### config.mk
export PLATFORM = sky130hd
export DESIGN_NAME = video_timing
export DESIGN_NICKNAME = d
export VERILOG_FILES = /design/src/rtl/video_timing.sv
export SDC_FILE = /design/constraint.sdc
export NUM_CORES = 1
export LEC_CHECK = 0
export BUFFER_PORTS_ARGS = -buffer_cell sky130_fd_sc_hd__buf_2
export CAP_MARGIN = 10
export CORE_UTILIZATION = 40
export DETAILED_ROUTE_END_ITERATION = 10
export GPL_ROUTABILITY_DRIVEN = 0
export MAX_ROUTING_LAYER = met4
export PLACE_DENSITY_LB_ADDON = 0.05
export SYNTH_ARGS = -nofsm -noshare
export SYNTH_HDL_FRONTEND = slang
export SYNTH_SLANG_ARGS = --single-unit
### constraint.sdc
create_clock -name gpu_clk -period 3.96 [get_ports gpu_clk]
set_clock_uncertainty 0.05 [all_clocks]
set_input_delay 0.198 -clock gpu_clk [delete_from_list [all_inputs] [get_ports gpu_clk]]
set_output_delay 0.198 -clock gpu_clk [all_outputs]
set_load 0.01 [all_outputs]
### src/rtl/video_timing.sv
// Raster timing generator: game-pixel position, look-ahead position, active-low syncs, blanking and frame strobes.
// Latency: every output is registered and describes the counter position held during the current tick.
// Backpressure: enable_i low freezes all counters and outputs; the one-tick strobes are forced low while frozen.
module video_timing #(
    parameter int H_VISIBLE   = 256,
    parameter int H_FRONT     = 32,
    parameter int H_SYNC      = 48,
    parameter int H_BACK      = 64,
    parameter int V_VISIBLE   = 480,
    parameter int V_FRONT     = 10,
    parameter int V_SYNC      = 2,
    parameter int V_BACK      = 33,
    parameter int LINE_REPEAT = 2
) (
    input  logic       gpu_clk,
    input  logic       rst,
    input  logic       enable_i,
    output logic [8:0] current_x_o,
    output logic [8:0] current_y_o,
    output logic [8:0] next_x_o,
    output logic [8:0] next_y_o,
    output logic       hsync_o,
    output logic       vsync_o,
    output logic       visible_o,
    output logic       vblank_o,
    output logic       vblank_start_o,
    output logic       frame_start_o,
    output logic [7:0] frame_count_o
);

    localparam int H_TOTAL = H_VISIBLE + H_FRONT + H_SYNC + H_BACK;
    localparam int V_TOTAL = V_VISIBLE + V_FRONT + V_SYNC + V_BACK;
    // Guarded so an illegal LINE_REPEAT still elaborates far enough to report its error.
    localparam int REP_W   = (LINE_REPEAT > 2) ? $clog2(LINE_REPEAT) : 1;
    localparam int ROWS    = (LINE_REPEAT > 0) ? (V_TOTAL + LINE_REPEAT - 1) / LINE_REPEAT : 1;

    // Horizontal thresholds carry one spare bit so a 512-tick line cannot overflow them.
    localparam logic [8:0] H_LAST   = 9'(H_TOTAL - 1);
    localparam logic [9:0] H_VIS    = 10'(H_VISIBLE);
    localparam logic [9:0] HS_START = 10'(H_VISIBLE + H_FRONT);
    localparam logic [9:0] HS_STOP  = 10'(H_VISIBLE + H_FRONT + H_SYNC);

    localparam logic [9:0]  V_LAST   = 10'(V_TOTAL - 1);
    localparam logic [10:0] V_VIS    = 11'(V_VISIBLE);
    localparam logic [10:0] VS_START = 11'(V_VISIBLE + V_FRONT);
    localparam logic [10:0] VS_STOP  = 11'(V_VISIBLE + V_FRONT + V_SYNC);

    localparam logic [REP_W-1:0] REP_LAST = REP_W'(LINE_REPEAT - 1);
    // The final game row may be short when V_TOTAL is not a multiple of LINE_REPEAT.
    localparam logic [8:0] ROW_LAST = 9'(ROWS - 1);
    localparam logic [8:0] NX_RST   = (H_LAST == 9'd0) ? 9'd0 : 9'd1;
    localparam logic [8:0] NY_RST   = (ROW_LAST == 9'd0) ? 9'd0 : 9'd1;

    // Parameter sanity: the fixed output widths bound the raster size.
    generate
        if (LINE_REPEAT < 2) begin : g_chk_repeat
            $error("video_timing: LINE_REPEAT must be at least 2");
        end
        if (H_TOTAL > 512) begin : g_chk_htotal
            $error("video_timing: H_TOTAL must not exceed 512");
        end
        if (LINE_REPEAT > V_TOTAL) begin : g_chk_vrep
            $error("video_timing: LINE_REPEAT must not exceed V_TOTAL");
        end
        if (V_TOTAL > 1024) begin : g_chk_vtotal
            $error("video_timing: V_TOTAL must not exceed 1024");
        end
    endgenerate

    // Raster position state
    logic [8:0]       r_h_count;
    logic [9:0]       r_v_count;
    logic [REP_W-1:0] r_rep;
    logic [8:0]       r_y_row;

    // Registered outputs that are not plain copies of the counters
    logic [8:0] r_next_x;
    logic [8:0] r_next_y;
    logic       r_hsync;
    logic       r_vsync;
    logic       r_visible;
    logic       r_vblank;
    logic       r_vblank_start;
    logic       r_frame_start;
    logic [7:0] r_frame_count;

    // Position after the next advancing tick, and the outputs that describe it
    logic             w_h_wrap;
    logic             w_v_wrap;
    logic             w_rep_wrap;
    logic [8:0]       w_h_nxt;
    logic [9:0]       w_v_nxt;
    logic [REP_W-1:0] w_rep_nxt;
    logic [8:0]       w_y_nxt;
    logic             w_frame_end;
    logic [8:0]       w_next_x_nxt;
    logic [8:0]       w_next_y_nxt;
    logic             w_hsync_nxt;
    logic             w_vsync_nxt;
    logic             w_vblank_nxt;
    logic             w_visible_nxt;
    logic             w_vblank_start_nxt;

    assign w_h_wrap   = (r_h_count == H_LAST);
    assign w_v_wrap   = (r_v_count == V_LAST);
    assign w_rep_wrap = (r_rep == REP_LAST);

    // Counter step: h always moves, v/rep/row only on the line wrap, everything clears at frame end.
    always_comb begin
        w_h_nxt     = r_h_count + 9'd1;
        w_v_nxt     = r_v_count;
        w_rep_nxt   = r_rep;
        w_y_nxt     = r_y_row;
        w_frame_end = 1'b0;
        if (w_h_wrap) begin
            w_h_nxt = '0;
            if (w_v_wrap) begin
                w_v_nxt     = '0;
                w_rep_nxt   = '0;
                w_y_nxt     = '0;
                w_frame_end = 1'b1;
            end else begin
                w_v_nxt = r_v_count + 10'd1;
                if (w_rep_wrap) begin
                    w_rep_nxt = '0;
                    w_y_nxt   = r_y_row + 9'd1;
                end else begin
                    w_rep_nxt = r_rep + REP_W'(1);
                end
            end
        end
    end

    // Decode the upcoming position so the outputs can be registered alongside the counters.
    always_comb begin
        w_next_x_nxt       = (w_h_nxt == H_LAST) ? 9'd0 : w_h_nxt + 9'd1;
        w_next_y_nxt       = (w_y_nxt == ROW_LAST) ? 9'd0 : w_y_nxt + 9'd1;
        w_hsync_nxt        = !(({1'b0, w_h_nxt} >= HS_START) && ({1'b0, w_h_nxt} < HS_STOP));
        w_vsync_nxt        = !(({1'b0, w_v_nxt} >= VS_START) && ({1'b0, w_v_nxt} < VS_STOP));
        w_vblank_nxt       = ({1'b0, w_v_nxt} >= V_VIS);
        w_visible_nxt      = ({1'b0, w_h_nxt} < H_VIS) && !w_vblank_nxt;
        // Entering h=0 of the first blanked line happens exactly once per frame.
        w_vblank_start_nxt = w_h_wrap && ({1'b0, w_v_nxt} == V_VIS);
    end

    // Advance the raster counters on enabled ticks; hold them otherwise.
    always_ff @(posedge gpu_clk or negedge rst) begin
        if (!rst) begin
            r_h_count <= '0;
            r_v_count <= '0;
            r_rep     <= '0;
            r_y_row   <= '0;
        end else if (enable_i) begin
            r_h_count <= w_h_nxt;
            r_v_count <= w_v_nxt;
            r_rep     <= w_rep_nxt;
            r_y_row   <= w_y_nxt;
        end
    end

    // Register the outputs for the new position; while stalled hold levels and drop the strobes.
    always_ff @(posedge gpu_clk or negedge rst) begin
        if (!rst) begin
            r_next_x       <= NX_RST;
            r_next_y       <= NY_RST;
            r_hsync        <= 1'b1;
            r_vsync        <= 1'b1;
            r_visible      <= 1'b1;
            r_vblank       <= 1'b0;
            r_vblank_start <= 1'b0;
            r_frame_start  <= 1'b0;
            r_frame_count  <= '0;
        end else if (enable_i) begin
            r_next_x       <= w_next_x_nxt;
            r_next_y       <= w_next_y_nxt;
            r_hsync        <= w_hsync_nxt;
            r_vsync        <= w_vsync_nxt;
            r_visible      <= w_visible_nxt;
            r_vblank       <= w_vblank_nxt;
            r_vblank_start <= w_vblank_start_nxt;
            r_frame_start  <= w_frame_end;
            if (w_frame_end) begin
                r_frame_count <= r_frame_count + 8'd1;
            end
        end else begin
            r_vblank_start <= 1'b0;
            r_frame_start  <= 1'b0;
        end
    end

    assign current_x_o    = r_h_count;
    assign current_y_o    = r_y_row;
    assign next_x_o       = r_next_x;
    assign next_y_o       = r_next_y;
    assign hsync_o        = r_hsync;
    assign vsync_o        = r_vsync;
    assign visible_o      = r_visible;
    assign vblank_o       = r_vblank;
    assign vblank_start_o = r_vblank_start;
    assign frame_start_o  = r_frame_start;
    assign frame_count_o  = r_frame_count;

endmodule

==> flow_metrics.tcl, run 1 <==
set metrics [dict create \
    run_status "finished clean" \
    whs_ps 304 \
    ctsRootBufferMaster "clkbuf_8" \
    grt_start_max_net_pins 41 \
    cellLeakagePower_nw 1.99 \
    fp.coreArea_um2 9240 \
    cts_tree "done" \
    drv_cap 0 \
    drcViolationCount 0 \
    die_area_um2 9970 \
    cts-htree-levels 3 \
    cts.clk_slew.worst_paths_ps 80 \
    final_core_util_pct 47.9 \
    dpl-instance-area_um2 4210 \
    power_density_of_the_placed_cells_nw_per_um2 397 \
    drt.antenna.violating_nets 0 \
    yosysSeqAreaShare_pct 40.0 \
    final_area_um2 4420 \
    crit_type "flop to flop" \
    clock_power_share_pct 33.4 \
    netlist.top_cell.by_area "dfrtp_1" \
    post_synth_main_area_contributors "dfrtp_1, xnor2_1, nand2_1" \
    crit_path_cell_trace "ha_1, nand4b_1, buf_4, or3_1, xnor2_1, nand3_1, nor4_1, o41ai_1" \
    worst_skew_pair_later_pin_latency_ps 340 \
    reg2reg_setup_slack_ps 720 \
    post_synth_inst_count 419 \
    power_frac_comb_pct 22.3 \
    critPathTopFamily "simple AND/OR/NAND/NOR gates" \
    setup.worst_path.end_class "flop" \
    asyncSetResetFlopFracSynth_pct 100 \
    mean_number_of_vias_per_cell 5.43 \
    rsz0062_at_grt "false" \
    synth_enable_flop_cells 0 \
    grt_pass1_vias 3213 \
    wire_length_of_the_first_global_routing_pass_mm 16.6 \
    internal_cell_power_mw 1.16 \
    critical_path_required_ps 4120 \
    cts.path.max_buffers 2 \
    first_pass_iters 4 \
    num_vias 3259 \
    gr-usage-all-layers_pct 22.0 \
    detail_placement_hpwl_mm 6.88 \
    antenna-diode-count 0 \
    route.final.wire_length_mm 9.73 \
    power.share.sequential_pct 44.3 \
    worst_pin_slew_ps 916 \
    multiInputGateArea_um2 2120 \
    worst_path_buf_inv 1 \
    netlist_area_um2 3830 \
    rows 35 \
    area.sequential_um2 1530 \
    p_sw_mw 0.599 \
    worstHoldPathType "input pin to flop" \
    layout.filler_cells 885 \
    io_buffers 52 \
    die_span_in_x_um 99.9 \
    finalHoldViolCount 0 \
    ys_warn_count 0 \
    layout_min_cycle_time_ps 3240 \
    initial_core_util_pct 41.5 \
    worst_setup_path_start_kind "flop" \
    finish.net_count 477 \
    clock-sinks 61 \
    crit_path_max_fanout 10 \
    wp_data_arrival_ps 3400 \
    clock.fmax_mhz 308 \
    dr.first_iter.drc_count 132 \
    critical_path.slowest_cell "xnor2_1" \
    synth_largest_type_area_fraction_pct 36.6 \
    synth_nets 430 \
    global_route.overflow_total 0 \
    die_height_um 99.9 \
    cts_setup_buffers 0 \
    number_of_max_slew_violations_in_the_final_report 0 \
    timing.setup.tns_ps 0 \
    floorplan.io_pins 53 \
    yosys_register_bits 61 \
    timing.critical_path.slowest_cell_delay_ps 550 \
    irDropWorstVdd_uv 221 \
    p_sw_share_pct 34.1 \
    area.growth.synth_to_final_pct 15.5 \
    yosysUniqueCellTypes 59 \
    final.period_utilization_pct 81.9 \
    power.total_mw 1.76 \
    grt_antenna_before_repair 0 \
    ys.flop_type "dfrtp_1" \
    drive_above_1_share_pct 23.1 \
    avgRoutedWirePerCell_um 16.2 \
    syn-mean-instance-area_um2 9.14 \
    timing.final.setup_violations 0 \
    relSlewSlack_pct 38.9 \
    clock_buffers_created_by_tritoncts 9 \
]
## metrics by stage
stage | worst slack (ps) | instances
floorplan | 1090 | 419
global placement | 829 | 583
detailed placement | 781 | 583
CTS | 744 | 600
global route | 339 | 600
finish | 717 | 600
## area by class of cell
class | count | share of cell area (%)
Tap cell | 129 | 3.65
Multi-Input combinational cell | 316 | 47.9
Clock inverter | 7 | 1.84
Timing Repair Buffer | 64 | 7.98
Clock buffer | 9 | 2.80
Inverter | 14 | 1.19
Sequential cell | 61 | 34.6
## cells by family (layout without fill, tap and decap cells)
logic type | count (synthesis) | after routing | synth area share (%)
adders and majority gates | 8 | 8 | 2.61
AOI/OAI and AO/OA | 88 | 88 | 15.9
xor gates and xnor gates | 35 | 35 | 8.20
DFF | 61 | 61 | 40.0
muxes | 15 | 15 | 4.31
buffers and inverters | 42 | 94 | 4.67
and+or+nand+nor | 170 | 170 | 24.3
## sequential cells by signal, indices dropped and copies added, names as in the netlist
name,count
vblank_start_o,1
hsync_o,1
next_y_o,9
vblank_o,1
frame_count_o,8
frame_start_o,1
current_x_o,9
r_rep,1
next_x_o,9
current_y_o,9
visible_o,1
r_v_count,10
vsync_o,1
## cell usage after synthesis (5+ instances only)
| master | number |
|---|---|
| a21oi_1 | 14 |
| and2_1 | 6 |
| nand4_1 | 15 |
| nor2_1 | 30 |
| a21o_1 | 6 |
| inv_1 | 13 |
| nand3_1 | 11 |
| clkbuf_1 | 19 |
| o31ai_1 | 11 |
| ha_1 | 8 |
| nor4_1 | 7 |
| dfrtp_1 | 56 |
| and3_1 | 9 |
| xor2_1 | 14 |
| mux2_2 | 12 |
| nand2_1 | 45 |
| nor3_1 | 6 |
| buf_2 | 5 |
| a31o_2 | 5 |
| a22o_1 | 7 |
| nor2b_1 | 7 |
| xnor2_1 | 20 |
| or3_1 | 5 |
| o21ai_0 | 17 |
| dfstp_2 | 5 |
## power by group through the flow
stage | Combinational, mW | Sequential [mW] | Clock, mW
final | 0.392 | 0.778 | 0.587
after global routing | 0.445 | 0.791 | 0.637
after CTS | 0.397 | 0.777 | 0.611
after detailed placement | 0.394 | 0.788 | 0
after global placement | 0.395 | 0.786 | 0
after floorplan | 0.289 | 0.762 | 0
## worst min-delay path, cell delays in order
cell,delay [ps]
buf_2,290
nand2_1,140
o2bb2ai_1,60
## routing by layer
| metal | track usage [%] | vias to the layer above | wire, µm |
|---|---|---|---|
| met5 | - | - | 0 |
| li1 | - | 1619 | - |
| met3 | 4.11 | 7 | 386 |
| met4 | 5.54 | 0 | 87 |
| met1 | 29.6 | 1568 | 4840 |
| met2 | 34.1 | 65 | 4420 |
## repair_timing
action / CTS / global route
gates resized for setup: 0 / 0
hold endpoints to repair: 35 / 0
hold buffers: 1 / 0
## worst paths after layout
check	startpoint	end	depth (start not counted)
max in group asynchronous	rst	next_x_o[0]	3
setup / recovery	current_x_o[0]	next_y_o[3]	8
setup reg to reg	current_x_o[0]	next_y_o[3]	8
hold reg to reg	frame_count_o[7]	frame_count_o[7]	1
hold / removal	enable_i	next_y_o[0]	3
min in group asynchronous	rst	r_v_count[7]	2
## placed cells by master, fill, tap and decap left out, types with 4 or more instances in the layout
cell	n
clkbuf_8	9
nand2b_1	4
nand3_1	11
ha_1	8
a21oi_1	14
nor4_1	7
buf_2	52
o21ai_0	17
o31ai_1	11
nor3_1	6
a21o_1	6
xor2_1	14
or3_1	5
and3_1	9
and2_1	6
o211ai_1	4
a31o_2	5
xnor2_1	20
buf_4	11
mux2_2	12
inv_1	13
nand2_1	45
nor2_1	30
nand4_1	15
a31oi_1	4
dfstp_2	5
dfrtp_1	56
nor2b_1	7
a22o_1	7
No activity file was read; power rests on OpenSTA's default activity.
==> run 2: changes to the inputs <==
- ABC_AREA: unset -> 1
- clock period: 3.96 -> 2.7 ns (I/O delays scaled with it)
==> run 2 against run 1 <==
The run now ends with design-rule violations left. Power increased by 58%. Wire length decreased by 8.6%. Worst setup slack got worse by 400 ps. Via count increased by 0.12%. Core utilization increased by 0.21 points. Area after synthesis decreased by 3.6%. Clock power increased by 22%. Die area decreased by 3.5%. First-iteration DRC count decreased by 16%. Non-clock buffer count decreased by 5. Flip-flop and latch count unchanged. Largest cell class unchanged.
==> flow_metrics.tcl, run 2 <==
set metrics [dict create \
    floorplan.io_pins 53 \
    violated_checks "design-rule violations" \
    worstHoldPathType "input pin to flop" \
    worst_setup_path_start_kind "flop" \
    drcViolationCount 1 \
    route.final.wire_length_mm 8.90 \
    finish.net_count 555 \
    dr.max_layer_used "met4" \
    synth.top_cells.by_count "nand2_1, dfrtp_1, inv_1" \
    met2RoutedLength_mm 4.07 \
    worst_pin_slew_ps 739 \
    power.total_mw 2.78 \
    rows 34 \
    timing.critical_path.slowest_cell_delay_ps 420 \
    ctsRootBufferMaster "clkbuf_8" \
    layout.filler_cells 919 \
    cts_tree "done" \
    syn-mean-instance-area_um2 7.57 \
    synth_most_common_cell "nand2_1" \
    power_density_of_the_placed_cells_nw_per_um2 653 \
    drv_cap 0 \
    relSlewSlack_pct 50.8 \
    post_synth_main_area_contributors "dfrtp_1, nand2_1, o21ai_0" \
    wire_length_of_the_first_global_routing_pass_mm 15.6 \
    num_vias 3263 \
    met1Wirelength_mm 4.52 \
    grt_start_max_net_pins 42 \
    ys.flop_type "dfrtp_1" \
    reg2regPathDepth 12 \
    crit_path_start "current_x_o[1]" \
    yosysUniqueCellTypes 40 \
    yosys_register_bits 61 \
    clock_buffers_created_by_tritoncts 9 \
    fp.coreArea_um2 8850 \
    worst_skew_pair_later_pin_latency_ps 340 \
    grt_pass1_vias 3153 \
    area.growth.synth_to_final_pct 15.2 \
    clock.fmax_mhz 419 \
    number_of_max_slew_violations_in_the_final_report 0 \
    synth_enable_flop_cells 0 \
    layout.cells.most_common_list "nand2_1, dfrtp_1, buf_2" \
    area.sequential_um2 1530 \
    cts.clk_slew.worst_paths_ps 70 \
    holdCritStartpoint "enable_i" \
    grt_antenna_before_repair 0 \
    layoutNonFillerInstCount 657 \
    die_span_in_x_um 98.1 \
    dr.first_iter.drc_count 111 \
    irDropWorstVdd_uv 355 \
    first_pass_iters 7 \
    cts-htree-levels 3 \
    final.period_utilization_pct 88.3 \
    critical_path_required_ps 2910 \
    multiInputGateArea_um2 1890 \
    netlist_area_um2 3690 \
    io_buffers 52 \
    netlist.top_cell.by_area "dfrtp_1" \
    global_route.overflow_total 0 \
    mean_number_of_vias_per_cell 4.97 \
    post_synth_inst_count 488 \
    setup.worst_path.end_class "flop" \
    whs_ps 124 \
    clock-sinks 61 \
    drive_above_1_share_pct 20.8 \
    synth_nets 499 \
    wp_data_arrival_ps 2590 \
    yosysSeqAreaShare_pct 41.5 \
    hold_depth 3 \
    ys_warn_count 0 \
    rsz0062_at_grt "false" \
    crit_path_cell_trace "ha_1, nand3_4, nor2_2, buf_4, nand2_1, nand2_1, inv_1, ha_1, nand3_1, nor2_2, xor2_1, o21ai_0" \
    cts.path.max_buffers 2 \
    avgRoutedWirePerCell_um 13.5 \
    final_area_um2 4260 \
    rr_startpoint "current_x_o[1]" \
    asyncSetResetFlopFracSynth_pct 100 \
    max_ffs_per_register 10 \
    drt.antenna.violating_nets 0 \
    detail_placement_hpwl_mm 6.60 \
    initial_core_util_pct 41.7 \
    die_area_um2 9620 \
    dpl-instance-area_um2 4070 \
    synth_largest_type_area_fraction_pct 37.9 \
    critical_path.slowest_cell "dfrtp_1" \
    timing.final.setup_violations 0 \
    cellLeakagePower_nw 2.22 \
    crit_type "flop to flop" \
    timing.setup.tns_ps 0 \
    run_status "finished with violations" \
    placed_cells 640 \
    antenna-diode-count 0 \
    cts_setup_buffers 0 \
    gr-usage-all-layers_pct 21.3 \
    layout_min_cycle_time_ps 2390 \
    layout.cells.most_common "nand2_1" \
    die_height_um 98.1 \
    met3_length_um 204 \
    crit_path_max_fanout 18 \
    finalHoldViolCount 0 \
    register_name_with_the_most_flops "r_v_count" \
]
-- run 2: cell types whose count changed in the layout (fill, tap and decap cells not counted), moves of 13 or more --
cell	delta
o21ai_0	+23
nor2_1	+13
inv_1	+38
xnor2_1	-17
nand2_1	+97
nand3_1	+24
-- run 2: critical path, delay by kind of cell (launching register included) --
family	cells	cell delay, ps
adders and majority gates	2	450
DFF	1	420
and+or+nand+nor	6	690
AOI/OAI and AO/OA	1	150
buffers and inverters	2	380
xor gates and xnor gates	1	140
-- run 2: through the flow --
step | util, % | worst slack [ps]
2_1_floorplan | - | 436
3_3_place_gp | 46.0 | 353
3_5_place_dp | 46.0 | 276
4_1_cts | 48.0 | 258
5_1_grt | 48.1 | 37.5
6_report | 48.1 | 315
-- run 2: final timing paths --
| path | slack [ps] | to |
|---|---|---|
| setup / recovery | 310 | next_y_o[4] |
| setup reg to reg | 310 | next_y_o[4] |
| min in group asynchronous | 340 | vblank_start_o |
| max in group asynchronous | 1510 | next_y_o[0] |
| hold / removal | 120 | r_v_count[8] |
| hold reg to reg | 420 | frame_count_o[7] |
-- run 2: logic make-up after synthesis --
logic type      share of synthesized area (%)
fa+ha+maj                                2.71
compound gates                           8.84
simple gates                             35.0
buf+inv                                  7.42
flops                                    41.5
mux                                     0.305
xor+xnor                                 4.27
-- run 2: area by class of cell --
cell class,instances,share of cell area [%]
multi-input cells,360,44.4
flip-flops and latches,61,36.0
repair buffers,59,7.70
inverters,53,4.68
clock buffers,12,3.41
well taps,108,3.18
clock inverters,4,0.588
-- run 2: power by group --
part	internal [mW]	switching [mW]
Clock	0.355	0.360
Sequential	1.08	0.159
Combinational	0.302	0.528
-- run 2: metal layers --
layer	global-route usage, %	vias up
met5	-	-
met4	8.04	0
met3	3.22	9
met2	32.4	47
met1	28.5	1523
li1	-	1684
-- run 2: repair_timing --
| item | 4_1_cts | 5_1_grt |
|---|---|---|
| hold endpoints to repair | 27 | 0 |
| endpoints found under the setup margin | 0 | 3 |
| hold buffers | 1 | 0 |
| gates resized for setup | 0 | 2 |
==> run 3: changes to the inputs <==
- CORE_UTILIZATION: 40 -> 52
==> run 3 against run 2 <==
Flip-flop and latch count did not move. Hold slack improved by 5.0 ps. Combinational power fell by 1%. First-iteration DRC count rose by 71%. The run now ends clean. Non-clock buffer count did not move. Critical endpoint is now next_y_o[2]. Clock power fell by 2%.
==> flow_metrics.tcl, run 3 (synthesis gave the netlist of run 2 again) <==
set metrics [dict create \
    final.period_utilization_pct 93.2 \
    critPathTopFamily "simple AND/OR/NAND/NOR gates" \
    worstHoldPathType "input pin to asynchronous set/reset pin" \
    first_pass_iters 4 \
    die_height_um 86.3 \
    placed_cells 628 \
    global_route.overflow_total 0 \
    max_ffs_per_register 10 \
    wire_length_of_the_first_global_routing_pass_mm 14.4 \
    crit_path_cell_trace "ha_1, nand3_4, nor2_4, nand2_4, o21ai_0, a21oi_2, inv_1, ha_1, nand2_1, nor2_1, nand4_1, nand2_1, o21ai_1" \
    avgRoutedWirePerCell_um 13.3 \
    gr-usage-all-layers_pct 25.7 \
    cellLeakagePower_nw 2.22 \
    layoutNonFillerInstCount 644 \
    wp_data_arrival_ps 2710 \
    met2_usage_pct 38.8 \
    area.growth.synth_to_final_pct 14.2 \
    rows 30 \
    grt_antenna_before_repair 0 \
    setup.worst_path.end_class "flop" \
    cts-htree-levels 3 \
    floorplan.io_pins 53 \
    global_route.peak_usage_layer "met2" \
    layout.cells.most_common_list "nand2_1, dfrtp_1, buf_2" \
    detail_placement_hpwl_mm 6.11 \
    run_status "finished clean" \
    drv_cap 0 \
    crit_type "flop to flop" \
    whs_ps 129 \
    ctsRootBufferMaster "clkbuf_8" \
    timing.critical_path.slowest_cell_delay_ps 410 \
    cts.clk_slew.worst_paths_ps 70 \
    critical_path_required_ps 2890 \
    number_of_max_slew_violations_in_the_final_report 0 \
    layout_min_cycle_time_ps 2520 \
    worst_path_buf_inv 1 \
    cts.path.max_buffers 2 \
    drt.antenna.violating_nets 0 \
    num_vias 3338 \
    power_density_of_the_placed_cells_nw_per_um2 654 \
    finalHoldViolCount 0 \
    clock.fmax_mhz 397 \
    worst_setup_path_start_kind "flop" \
    global_route.usage.met1_pct 33.4 \
    dr.first_iter.drc_count 190 \
    finish.net_count 555 \
    final_area_um2 4220 \
    timing.final.setup_violations 0 \
    met3_usage_pct 5.14 \
    worst_pin_slew_ps 597 \
    layout.cells.most_common "nand2_1" \
    initial_core_util_pct 54.1 \
    critical_path.slowest_cell "dfrtp_1" \
    drive_above_1_share_pct 20.6 \
    fp.coreArea_um2 6830 \
    register_name_with_the_most_flops "r_v_count" \
    worst_skew_pair_later_pin_latency_ps 350 \
    clock-sinks 61 \
    clock_buffers_created_by_tritoncts 9 \
    io_buffers 52 \
    dpl-instance-area_um2 4040 \
    antenna-diode-count 0 \
    die_span_in_x_um 86.3 \
    relSlewSlack_pct 60.2 \
    layout.filler_cells 640 \
    mean_number_of_vias_per_cell 5.18 \
    grt_pass1_vias 3107 \
    drcViolationCount 0 \
    die_area_um2 7440 \
    multiInputGateArea_um2 1890 \
    crit_path_max_fanout 14 \
    route.final.wire_length_mm 8.55 \
    grt_start_max_net_pins 34 \
    timing.setup.tns_ps 0 \
    irDropWorstVdd_uv 509 \
    power.total_mw 2.76 \
    cts_tree "done" \
    area.sequential_um2 1530 \
]
==> run 3: cell count changes in the layout (fill, tap and decap cells not counted) <==
cell        change
buf_4           +1
buf_12          -1
clkinvlp_4      -2
clkinv_2        +1
o21ai_0         +1
o21ai_1         -1
==> run 3: per-stage QoR <==
step / worst slack [ps] / util [%]
floorplan: 436 / -
global placement: 376 / 59.2
detailed placement: 266 / 59.2
CTS: 212 / 61.7
global route: -59.5 / 61.7
finish: 183 / 61.7
==> run 3: path summary, 6_finish.rpt <==
path / from / end / slack (ps) / depth (start not counted)
setup / recovery: current_x_o[0] / next_y_o[2] / 180 / 13
hold / removal: rst / r_rep / 130 / 2
setup reg to reg: current_x_o[0] / next_y_o[2] / 180 / 13
hold reg to reg: next_y_o[0] / next_y_o[0] / 420 / 2
max in group asynchronous: rst / next_x_o[0] / 1750 / 3
min in group gpu_clk: enable_i / r_v_count[8] / 260 / 3
==> run 3: report_power, final <==
group          internal [mW]  total, mW  switching [mW]  leakage, nW
sequential              1.08       1.24           0.159        0.766
combinational          0.298      0.822           0.524         1.37
clock                  0.349      0.703           0.354       0.0860
==> run 3: layout make-up <==
cell class | instances | area share (%)
well taps | 96 | 2.85
clock buffers | 12 | 3.44
repair buffers | 59 | 7.48
flip-flops and latches | 61 | 36.3
inverters | 53 | 4.72
clock inverters | 3 | 0.356
multi-input cells | 360 | 44.8
==> run 3: routing by layer <==
metal	part of all wire, %	vias up	routed length (µm)
li1	-	1681	-
met1	48	1560	4110
met2	46	83	3910
met3	4.4	14	374
met4	1.8	0	156
met5	0	-	0
==> run 3: repair_timing <==
action,in CTS,in global routing
gates resized for setup,0,1
endpoints found under the setup margin,0,4
buffers inserted,0,0
endpoints found under the hold margin,57,0
hold buffers,1,0
